### src/rtl/game_flow_ctrl.sv
// Game flow sequencer: commits per-player predictor boxes only at frame ends,
// and runs the idle/countdown/play/over phases with frame-counted timers.
module game_flow_ctrl #(
  parameter int COORD_W        = 11,
  parameter int FRAMES_PER_SEC = 60,
  parameter int COUNTDOWN_SEC  = 3,
  parameter int ROUND_SEC      = 30,
  parameter int STALE_FRAMES   = 8
) (
  input  logic                    i_clk,
  input  logic                    i_rst_n,
  input  logic                    start,
  input  logic                    enter_game,
  input  logic                    predict_valid,
  input  logic                    ThisFrameEnd,
  input  logic [1:0][COORD_W-1:0] left_in,
  input  logic [1:0][COORD_W-1:0] right_in,
  input  logic [1:0][COORD_W-1:0] up_in,
  input  logic [1:0][COORD_W-1:0] down_in,
  output logic [1:0][COORD_W-1:0] left,
  output logic [1:0][COORD_W-1:0] right,
  output logic [1:0][COORD_W-1:0] up,
  output logic [1:0][COORD_W-1:0] down,
  output logic [1:0]              box_valid,
  output logic [1:0]              phase,
  output logic [3:0]              countdown,
  output logic [6:0]              time_left,
  output logic                    frame_tick,
  output logic                    game_over
);

  localparam int            FW         = (FRAMES_PER_SEC > 1) ? $clog2(FRAMES_PER_SEC) : 1;
  localparam logic [FW-1:0] FRAME_LAST = FW'(FRAMES_PER_SEC - 1);
  localparam logic [7:0]    STALE_MAX  = 8'(STALE_FRAMES);

  typedef enum logic [1:0] {
    S_IDLE      = 2'd0,
    S_COUNTDOWN = 2'd1,
    S_PLAY      = 2'd2,
    S_OVER      = 2'd3
  } state_t;

  // ---------------- box capture / commit / staleness ----------------
  logic [1:0][COORD_W-1:0] shadow_left_reg, shadow_right_reg, shadow_up_reg, shadow_down_reg;
  logic [1:0][COORD_W-1:0] left_reg, right_reg, up_reg, down_reg;
  logic [1:0][COORD_W-1:0] src_left, src_right, src_up, src_down;
  logic [1:0]              box_valid_reg;
  logic [1:0]              box_ok;
  logic                    pending_reg;
  logic                    commit;
  logic [7:0]              stale_reg;
  logic [7:0]              stale_inc;

  // A same-cycle prediction bypasses the shadow so the freshest box wins.
  assign commit    = ThisFrameEnd & (pending_reg | predict_valid);
  assign src_left  = predict_valid ? left_in  : shadow_left_reg;
  assign src_right = predict_valid ? right_in : shadow_right_reg;
  assign src_up    = predict_valid ? up_in    : shadow_up_reg;
  assign src_down  = predict_valid ? down_in  : shadow_down_reg;
  assign stale_inc = (stale_reg == STALE_MAX) ? stale_reg : stale_reg + 8'd1;

  genvar gi;
  generate
    for (gi = 0; gi < 2; gi++) begin : g_player
      assign box_ok[gi] = (src_left[gi] < src_right[gi]) && (src_up[gi] < src_down[gi]);
    end
  endgenerate

  always_ff @(posedge i_clk or negedge i_rst_n) begin
    if (!i_rst_n) begin
      shadow_left_reg  <= '0;
      shadow_right_reg <= '0;
      shadow_up_reg    <= '0;
      shadow_down_reg  <= '0;
      left_reg         <= '0;
      right_reg        <= '0;
      up_reg           <= '0;
      down_reg         <= '0;
      box_valid_reg    <= '0;
      pending_reg      <= 1'b0;
      stale_reg        <= '0;
    end else begin
      if (predict_valid) begin
        shadow_left_reg  <= left_in;
        shadow_right_reg <= right_in;
        shadow_up_reg    <= up_in;
        shadow_down_reg  <= down_in;
      end
      pending_reg <= ~ThisFrameEnd & (pending_reg | predict_valid);
      if (commit) begin
        left_reg      <= src_left;
        right_reg     <= src_right;
        up_reg        <= src_up;
        down_reg      <= src_down;
        box_valid_reg <= box_ok;
        stale_reg     <= '0;
      end else if (ThisFrameEnd) begin
        stale_reg <= stale_inc;
        if (stale_inc == STALE_MAX) begin
          box_valid_reg <= 2'b00;
        end
      end
    end
  end

  // ---------------- phase FSM and timers ----------------
  state_t        state_reg, state_next;
  logic [3:0]    countdown_reg, countdown_next;
  logic [6:0]    time_left_reg, time_left_next;
  logic [FW-1:0] frame_cnt_reg, frame_cnt_next;
  logic          start_q_reg;
  logic          frame_tick_reg;
  logic          start_edge;
  logic          timed_phase;
  logic          sec_event;

  assign start_edge  = start & ~start_q_reg;
  assign timed_phase = (state_reg == S_COUNTDOWN) || (state_reg == S_PLAY);
  assign sec_event   = timed_phase && ThisFrameEnd && (frame_cnt_reg == FRAME_LAST);

  always_comb begin
    state_next     = state_reg;
    countdown_next = countdown_reg;
    time_left_next = time_left_reg;
    frame_cnt_next = frame_cnt_reg;
    if (timed_phase && ThisFrameEnd) begin
      frame_cnt_next = sec_event ? '0 : frame_cnt_reg + 1'b1;
    end
    if (!enter_game) begin
      state_next     = S_IDLE;
      countdown_next = '0;
      time_left_next = '0;
      frame_cnt_next = '0;
    end else begin
      case (state_reg)
        S_IDLE: begin
          if (start_edge) begin
            state_next     = S_COUNTDOWN;
            countdown_next = 4'(COUNTDOWN_SEC);
          end
        end
        S_COUNTDOWN: begin
          if (sec_event) begin
            if (countdown_reg == 4'd1) begin
              state_next     = S_PLAY;
              countdown_next = '0;
              time_left_next = 7'(ROUND_SEC);
            end else begin
              countdown_next = countdown_reg - 4'd1;
            end
          end
        end
        S_PLAY: begin
          if (sec_event) begin
            if (time_left_reg == 7'd1) begin
              state_next     = S_OVER;
              time_left_next = '0;
            end else begin
              time_left_next = time_left_reg - 7'd1;
            end
          end
        end
        S_OVER: begin
          if (start_edge) begin
            state_next = S_IDLE;
          end
        end
        default: state_next = S_IDLE;
      endcase
    end
    // Every phase starts counting its first second from frame zero.
    if (state_next != state_reg) begin
      frame_cnt_next = '0;
    end
  end

  always_ff @(posedge i_clk or negedge i_rst_n) begin
    if (!i_rst_n) begin
      state_reg      <= S_IDLE;
      countdown_reg  <= '0;
      time_left_reg  <= '0;
      frame_cnt_reg  <= '0;
      start_q_reg    <= 1'b0;
      frame_tick_reg <= 1'b0;
    end else begin
      state_reg      <= state_next;
      countdown_reg  <= countdown_next;
      time_left_reg  <= time_left_next;
      frame_cnt_reg  <= frame_cnt_next;
      start_q_reg    <= start;
      frame_tick_reg <= (state_reg == S_PLAY) && ThisFrameEnd && enter_game;
    end
  end

  assign left       = left_reg;
  assign right      = right_reg;
  assign up         = up_reg;
  assign down       = down_reg;
  assign box_valid  = box_valid_reg;
  assign phase      = state_reg;
  assign countdown  = countdown_reg;
  assign time_left  = time_left_reg;
  assign frame_tick = frame_tick_reg;
  assign game_over  = (state_reg == S_OVER);

endmodule

### config.mk
export PLATFORM = sky130hd
export DESIGN_NAME = game_flow_ctrl
export DESIGN_NICKNAME = d
export VERILOG_FILES = /design/src/rtl/game_flow_ctrl.sv
export SDC_FILE = /design/constraint.sdc
export NUM_CORES = 1
export LEC_CHECK = 0
export ABC_AREA = 1
export CORE_ASPECT_RATIO = 1.75
export CORE_MARGIN = 1
export CORE_UTILIZATION = 45
export CTS_CLUSTER_DIAMETER = 100
export DETAILED_ROUTE_END_ITERATION = 6
export PLACE_DENSITY_LB_ADDON = 0.2
export SYNTH_ARGS = -nofsm -noshare
export SYNTH_HDL_FRONTEND = slang
export SYNTH_SLANG_ARGS = --single-unit
### constraint.sdc
create_clock -name i_clk -period 3.15 [get_ports i_clk]
set_clock_uncertainty 0.1 [all_clocks]
set_input_delay 0.4725 -clock i_clk [delete_from_list [all_inputs] [get_ports i_clk]]
set_output_delay 0.4725 -clock i_clk [all_outputs]
set_load 0.005 [all_outputs]
* Word level (Yosys, flattened, before mapping)
Index checks and enable logic that the tools add are counted.
** Storage, ports and cells
- Register bits :: 208
- Input bits :: 94
- Output and inout bits :: 105
- Word-level logic and storage cells :: 101
** Cells by class
- Reductions and logical operators :: 13
- Bitwise operators :: 6
- Equality and inequality tests :: 16
- Muxes and demuxes :: 33
- Add/sub/neg operators :: 4
- Magnitude comparators :: 4
** Operators with widths (number)
- $mux 22 :: 4
- $lt 11x11->1 :: 4
- $mux 7 :: 5
- $mux 6 :: 4
- $mux 8 :: 3
- $mux 2 :: 10
- $eq 8x4->1 const B :: 2
- $mux 4 :: 4
- $pmux 7 s2 :: 1
- $ne 3x1->1 const B :: 3
- $ne 3x3->1 const B :: 3
- $add 8x1->8 const B :: 1
- $pmux 2 s4 :: 1
- $pmux 4 s2 :: 1
- $eq 7x1->1 const B :: 1
- $sub 7x1->7 const B :: 1
- $add 6x1->6 const B :: 1
- $eq 6x6->1 const B :: 1
- $logic_and 1x1->1 :: 6
- $eq 2x2->1 const B :: 2
- $eq 4x1->1 const B :: 1
- $reduce_and 4->1 :: 1
- $reduce_bool 2->1 :: 2
- $sub 4x1->4 const B :: 1
- other kinds (10) :: 13

* Logic depth before layout (Yosys ltp)
- Depth in word-level cells :: 9
- Gate-level depth with buffers :: 14

* Worst setup path before layout
OpenSTA, ideal clock, no wires.
- Path type :: in2reg
- From :: input port predict_valid
- To :: register box_valid_reg[1], in the netlist box_valid[1]
- Path buffers :: 3
- Data arrival time :: 2.248 ns
- Cell stages on the path :: 11
- Library setup time :: 0.065 ns
- Data required time :: 2.985 ns
- Slack :: 0.737 ns
- Cells stage by stage :: buf_4 buf_2 buf_2 mux2_2 ha_1 a21oi_1 o21ai_0 o21bai_1 a21oi_1 nand3_1 nand2_1
** RTL lines
- from (decl) :: line 14 : input logic predict_valid,
- to (signal assigned) :: line 95 : box_valid_reg <= box_ok;
- to (decl) :: line 47 : logic [1:0] box_valid_reg;

==> flow_summary.yaml <==
placement:
  placedCellCount: 1481
  dp_hpwl_um: 17300
  port_buffers: 198
  gp_congestion: 0.828
setup_path:
  crit_required_ns: 3.48
  ff2ff_setup_slack_ns: 0.98
  slowest_stage: "buf_4"
  critPathMaxFanout: 46
  cp.arrival_ns: 2.60
  crit_chain: "buf_4 -> buf_4 -> mux2_2 -> ha_1 -> a21oi_1 -> nor2_1 -> nor3_1 -> o21bai_1 -> a21oi_1 -> nand3_1 -> nand2_1"
  crit_path_max_incr_delay_ns: 0.43
  r2r_start: "phase[1]"
  r2r_cells: 11
  critPathBufInv: 2
  crit_family: "buffers and inverters"
  cp-start-kind: "primary input"
  cp-end-kind: "flip-flop"
  crit_start: "predict_valid"
  reg2reg_to: "time_left[5]"
  path_class: "primary input to flip-flop"
yosys:
  synth_top_family_by_area: "simple AND/OR/NAND/NOR gates"
  synth.most_common_cell: "nand2_1"
  syn_nets: 1196
  ys_types: 35
  synth-edff-count: 0
  avgSynthCellArea_um2: 9.08
  synthArstFlopShare_pct: 100
  yosys.area_share.simple_pct: 16.7
  ys.flop_type: "dfrtp_1"
  ys_top_cells_by_area: "dfrtp_1, nand2_1, ha_1, o21ai_0, inv_1"
  synthesis.area_um2: 9550
  ys_ff_latch: 208
  synth-xor-area-share_pct: 0.826
  synth_common_cells: "nand2_1, dfrtp_1, inv_1"
  post-synth-top-area-cell: "dfrtp_1"
  synthAdderAreaFrac_pct: 6.69
  synth_top_area_share_pct: 54.5
  synth_compound_area_share_pct: 9.15
  ys_seq_area_share_pct: 54.5
  yosysWarnings: 0
  synthMuxAreaShare_pct: 4.82
  syn_inst: 1051
timing:
  slew-limit-headroom_pct: 56.4
  setup_viol: 0
  worst_pin_slew_ns: 0.654
  finalCritPeriodShare_pct: 72.1
  drv_slew: 0
  fmax_mhz: 440
  grt_setup_unrepaired: "false"
  fin_crit_ns: 2.27
  finalHoldViolations: 0
  tns_ns: 0
routing:
  num_vias: 7542
  avgViaCountPerCell: 4.97
  drc_errors: 8
  routedWlPerCell_um: 15.5
  drt-initial-drc-count: 334
  ant_nets: 0
  first_pass_iters: 7
  wl_um: 23600
floorplanning:
  coreArea_um2: 20800
  num_io_pins: 199
  start_util_pct: 45.8
  die_x_um: 112
  num_rows: 70
  die_h_um: 195
  fp.dieArea_um2: 21800
power:
  power_density_nw_per_um2: 618
  internal-power_mw: 5.53
  clkPwrFrac_pct: 33.1
  switching_share_pct: 28.8
  seqPwrFrac_pct: 42.1
  ir_drop_uv: 416
  p_comb_share_pct: 24.9
  leakagePower_nw: 6.07
  p_switching_mw: 2.24
cells_and_area:
  final_cells: 1519
  nFillCells: 1846
  multi_input_area_um2: 3650
  seqCellArea_um2: 5200
  post-route-util_pct: 60.3
  antenna_cells: 0
  drive_above_1_share_pct: 8.37
  syn_to_final_growth_pct: 31.7
  fin_nets: 1398
grt:
  grt_pass1_vias: 7796
  grt_overflow: 0
  antenna_found_initial: 0
  grt_max_degree: 85
  grt_pass1_wl_um: 39100
  grt.total_usage_pct: 22.4
hold_path:
  hold_start: "down[0]"
  hold_path_class: "flip-flop to flip-flop"
  min_to: "down[0]"
  hold_path_depth: 2
clock_network:
  tritoncts: "done"
  cts_root_buffer: "clkbuf_16"
  clkTransAtPathRegs_ns: 0.06
  cts.htree.levels: 1
  clock_latency_ns: 0.49
  clock_sinks: 208
  clk_path_buf_depth: 3
  ctsResizeCount: 0
  cts_buffers: 21
flow_run:
  cap_violations: 0
run_status:
  violations: "design-rule violations"
  outcome: "complete, but fails checks"
[routing by layer]
metal | global-route usage (%) | vias to the layer above | wire (um)
met3 | 3.74 | 42 | 1110
met2 | 41.8 | 173 | 12600
met5 | 0 | - | 0
met4 | 7.56 | 0 | 690
met1 | 25.6 | 3594 | 9250
li1 | - | 3733 | -
[layout make-up]
| cell class | count | share of cell area, % |
|---|---|---|
| clock inverters | 7 | 0.756 |
| multi-input cells | 666 | 29.0 |
| clock buffers | 30 | 4.93 |
| flip-flops and latches | 208 | 41.4 |
| repair buffers | 216 | 17.2 |
| well taps | 252 | 2.51 |
| inverters | 140 | 4.22 |
[power groups by stage]
stage	Combinational (mW)	Clock (mW)	Sequential, mW
2_1_floorplan	0.949	0	3.28
3_3_place_gp	1.91	0	3.31
3_5_place_dp	1.95	0	3.31
4_1_cts	1.96	2.64	3.27
5_1_grt	2.18	2.74	3.31
6_report	1.93	2.57	3.27
[layout by cell type, fill, tap and decap left out, types with 2 or more instances in the layout]
cell type,count
clkinv_2,2
buf_4,15
nor3_1,10
buf_12,3
bufinv_16,2
o21a_1,2
nand2_1,305
ha_1,51
nand2_2,2
o21bai_1,4
clkbuf_16,21
mux2_2,40
inv_4,2
dfrtp_1,208
o21ai_0,118
inv_2,2
inv_6,2
a31oi_1,2
nand4_1,5
o22ai_1,3
clkdlybuf4s50_1,196
a21oi_1,31
o21ai_1,2
nand3_1,32
nor2_2,2
clkbuf_1,3
nor2_4,2
xor2_1,8
clkbuf_8,7
nor2_1,38
inv_1,136
[stage by stage]
step	instance area [um^2]	hold slack (ns)	worst slack (ns)	power [mW]
finish	12600	0.368	0.879	7.77
global route	12600	0.364	0.629	8.23
CTS	12600	0.355	0.864	7.87
detailed placement	11800	0.361	0.360	5.26
global placement	11800	0.359	0.408	5.22
floorplan	9550	0.0769	0.737	4.23
[tightest hold or removal path: cells and delay by family, from the launching register on]
kind / cells / cell delay, ns
AND/OR/NAND/NOR: 2 / 0.10
flip-flops: 1 / 0.34
[timing repair]
item                                   in CTS  in global routing
endpoints found under the hold margin      73                  0
setup buffers                               0                  0
hold buffers                                1                  0
[worst max path at each step]
stage	cells after the start	end	slack (ns)
after floorplan	11	box_valid[1]	0.74
after global placement	11	box_valid[1]	0.41
after detailed placement	11	box_valid[1]	0.36
after CTS	11	box_valid[1]	0.86
after global routing	11	box_valid[1]	0.63
final	11	box_valid[1]	0.88
[kinds of logic after synthesis]
| logic type | Yosys count |
|---|---|
| and+or+nand+nor | 399 |
| adders and majority gates | 51 |
| xor gates and xnor gates | 9 |
| AOI/OAI and AO/OA | 166 |
| muxes | 41 |
| buffers and inverters | 177 |
| DFF | 208 |
No activity file was read; power rests on OpenSTA's default activity.
==> RTL edit (same settings) <==
Set the parameter `FRAMES_PER_SEC` to 90 (it was 60).
--- a/src/rtl/game_flow_ctrl.sv
+++ b/src/rtl/game_flow_ctrl.sv
@@ -2,7 +2,7 @@
 // and runs the idle/countdown/play/over phases with frame-counted timers.
 module game_flow_ctrl #(
   parameter int COORD_W        = 11,
-  parameter int FRAMES_PER_SEC = 60,
+  parameter int FRAMES_PER_SEC = 90,
   parameter int COUNTDOWN_SEC  = 3,
   parameter int ROUND_SEC      = 30,
   parameter int STALE_FRAMES   = 8
Check against the original RTL: no difference found for any inputs over 4 cycles, from zero or initial values and one cycle with i_rst_n low; that may be too few to reach the edited logic, so the function may still have changed.
==> RTL edit against the original RTL <==
  * Total power decreased by 2.5%
  * Routed wire length rose by 3.1%
  * Area after synthesis increased by 0.47%
  * Register-to-register slack improved by 0.04 ns
  * Sequential cell count is 1 higher
  * Largest cell class unchanged
  * Design area is 0.21% lower
  * Setup slack improved by 0.0085 ns
==> RTL edit: results (changes against the original RTL) <==
| Metric | Value |
|---|---|
| Ratio of cells with drive above 1 in the final layout | `8.69% (was 8.37%)` |
| FILL cells | `1861 (was 1846)` |
| Dpl hpwl | `17500 microns (was 17300 microns)` |
| R2R depth | `12 (was 11)` |
| Syn Nets | `1215 (was 1196)` |
| Min Tclk post-route | `2.26 ns (was 2.27 ns)` |
| Commonest cells in the netlist | `nand2_1, dfrtp_1, o21ai_0 (was nand2_1, dfrtp_1, inv_1)` |
| Via/cell ratio | `5.11 (was 4.97)` |
| Inst Count DP | `1492 (was 1481)` |
| Leak Pwr | `5.84 nW (was 6.07 nW)` |
| Worst slew pin tran | `0.555 ns (was 0.654 ns)` |
| Worst Path Arrival | `1.69 ns (was 2.60 ns)` |
| Worst vdd ir | `0.000489 V (was 0.000416 V)` |
| Final Instance Count excl. Fillers | `1530 (was 1519)` |
| Routed WL per cell | `15.9 microns (was 15.5 microns)` |
| Largest net degree at the start of global routing | `91 (was 85)` |
| Placed inst area | `11900 sq um (was 11800 sq um)` |
| Reg-to-reg critical path endpoint | `time_left[6] (was time_left[5])` |
| R2R Setup Slk | `1.02 ns (was 0.98 ns)` |
| Crit path launch | `phase[1] (was predict_valid)` |
| Yosys cell types | `36 (was 35)` |
| Vias in the first global route | `7720 (was 7796)` |
| Initial DRC Count | `391 (was 334)` |
| Syn_area_per_cell | `8.97 sq um (was 9.08 sq um)` |
| Status | `finished clean (was finished, violations left)` |
| Post-Place Worst Slack | `0.447 ns (was 0.360 ns)` |
| Iteration count of the initial detailed-routing pass | `5 (was 7)` |
| Overall Global Routing Usage | `22.8% (was 22.4%)` |
| Synthesis Warnings | `0 (unchanged)` |
| Worst-path fanout max | `7 (was 46)` |
| GPL Wtd Cong | `0.864 (was 0.828)` |
| Initial antenna violation count | `2 (was 0)` |
| Num CTS Buffers | `20 (was 21)` |
| Reg2reg start | `phase[0] (was phase[1])` |
-- RTL edit: cell count changes after synthesis, moves of 9 or more --
cell     before  now
nor2_1       39   85
nand2_1     305  270
or2_2         0   42
o21ai_0     118  109
mux2_2       40    0
a31oi_1       2   46
inv_1       136   89
-- RTL edit: how the worst min path moves through the flow --
stage	start	endpoint	slack, ns	depth (start not counted)
floorplan	i_rst_n	box_valid[0]	0.08	0
global placement	left[0]	left[0]	0.37	2
detailed placement	shadow_up_reg[11]	shadow_up_reg[11]	0.37	2
CTS	start	start_q_reg	0.33	1
global route	start	start_q_reg	0.34	1
finish	start	start_q_reg	0.35	1
-- RTL edit: layout make-up --
cell class / count / area, sq um / area share [%]
Sequential cell: 209 / 5230 / 41.7
Multi-Input combinational cell: 725 / 3810 / 30.4
Timing Repair Buffer: 213 / 2170 / 17.3
Clock buffer: 26 / 594 / 4.74
Inverter: 94 / 355 / 2.83
Tap cell: 252 / 315 / 2.51
Clock inverter: 10 / 65.1 / 0.519
Antenna cell: 1 / 2.50 / 0.0199
-- RTL edit: logic make-up (layout without fill, tap and decap cells) --
logic type / Yosys count / count (layout) / synth area share (%)
AOI/OAI and AO/OA: 207 / 207 / 11.9
xor gates and xnor gates: 6 / 6 / 0.548
adders and majority gates: 52 / 52 / 6.78
buffers and inverters: 135 / 343 / 5.79
DFF: 209 / 209 / 54.5
muxes: 2 / 2 / 0.209
other: 0 / 1 / 0
and+or+nand+nor: 458 / 458 / 20.3
-- RTL edit: critical path: stages (launching register included) --
cell and delay [ns]:
dfrtp_1 0.48, ha_1 0.22, clkdlybuf4s50_1 0.50
-- RTL edit: report_power, final --
part,internal (mW),switching (mW)
registers,3.05,0.235
logic,0.953,0.961
clock network,1.34,1.04
-- RTL edit: metal layers --
metal | share of wire [%] | GRT usage (%)
met5 | 0.053 | 0
met4 | 2.7 | 7.51
met3 | 4.7 | 3.79
met2 | 53 | 41.8
met1 | 39 | 26.7
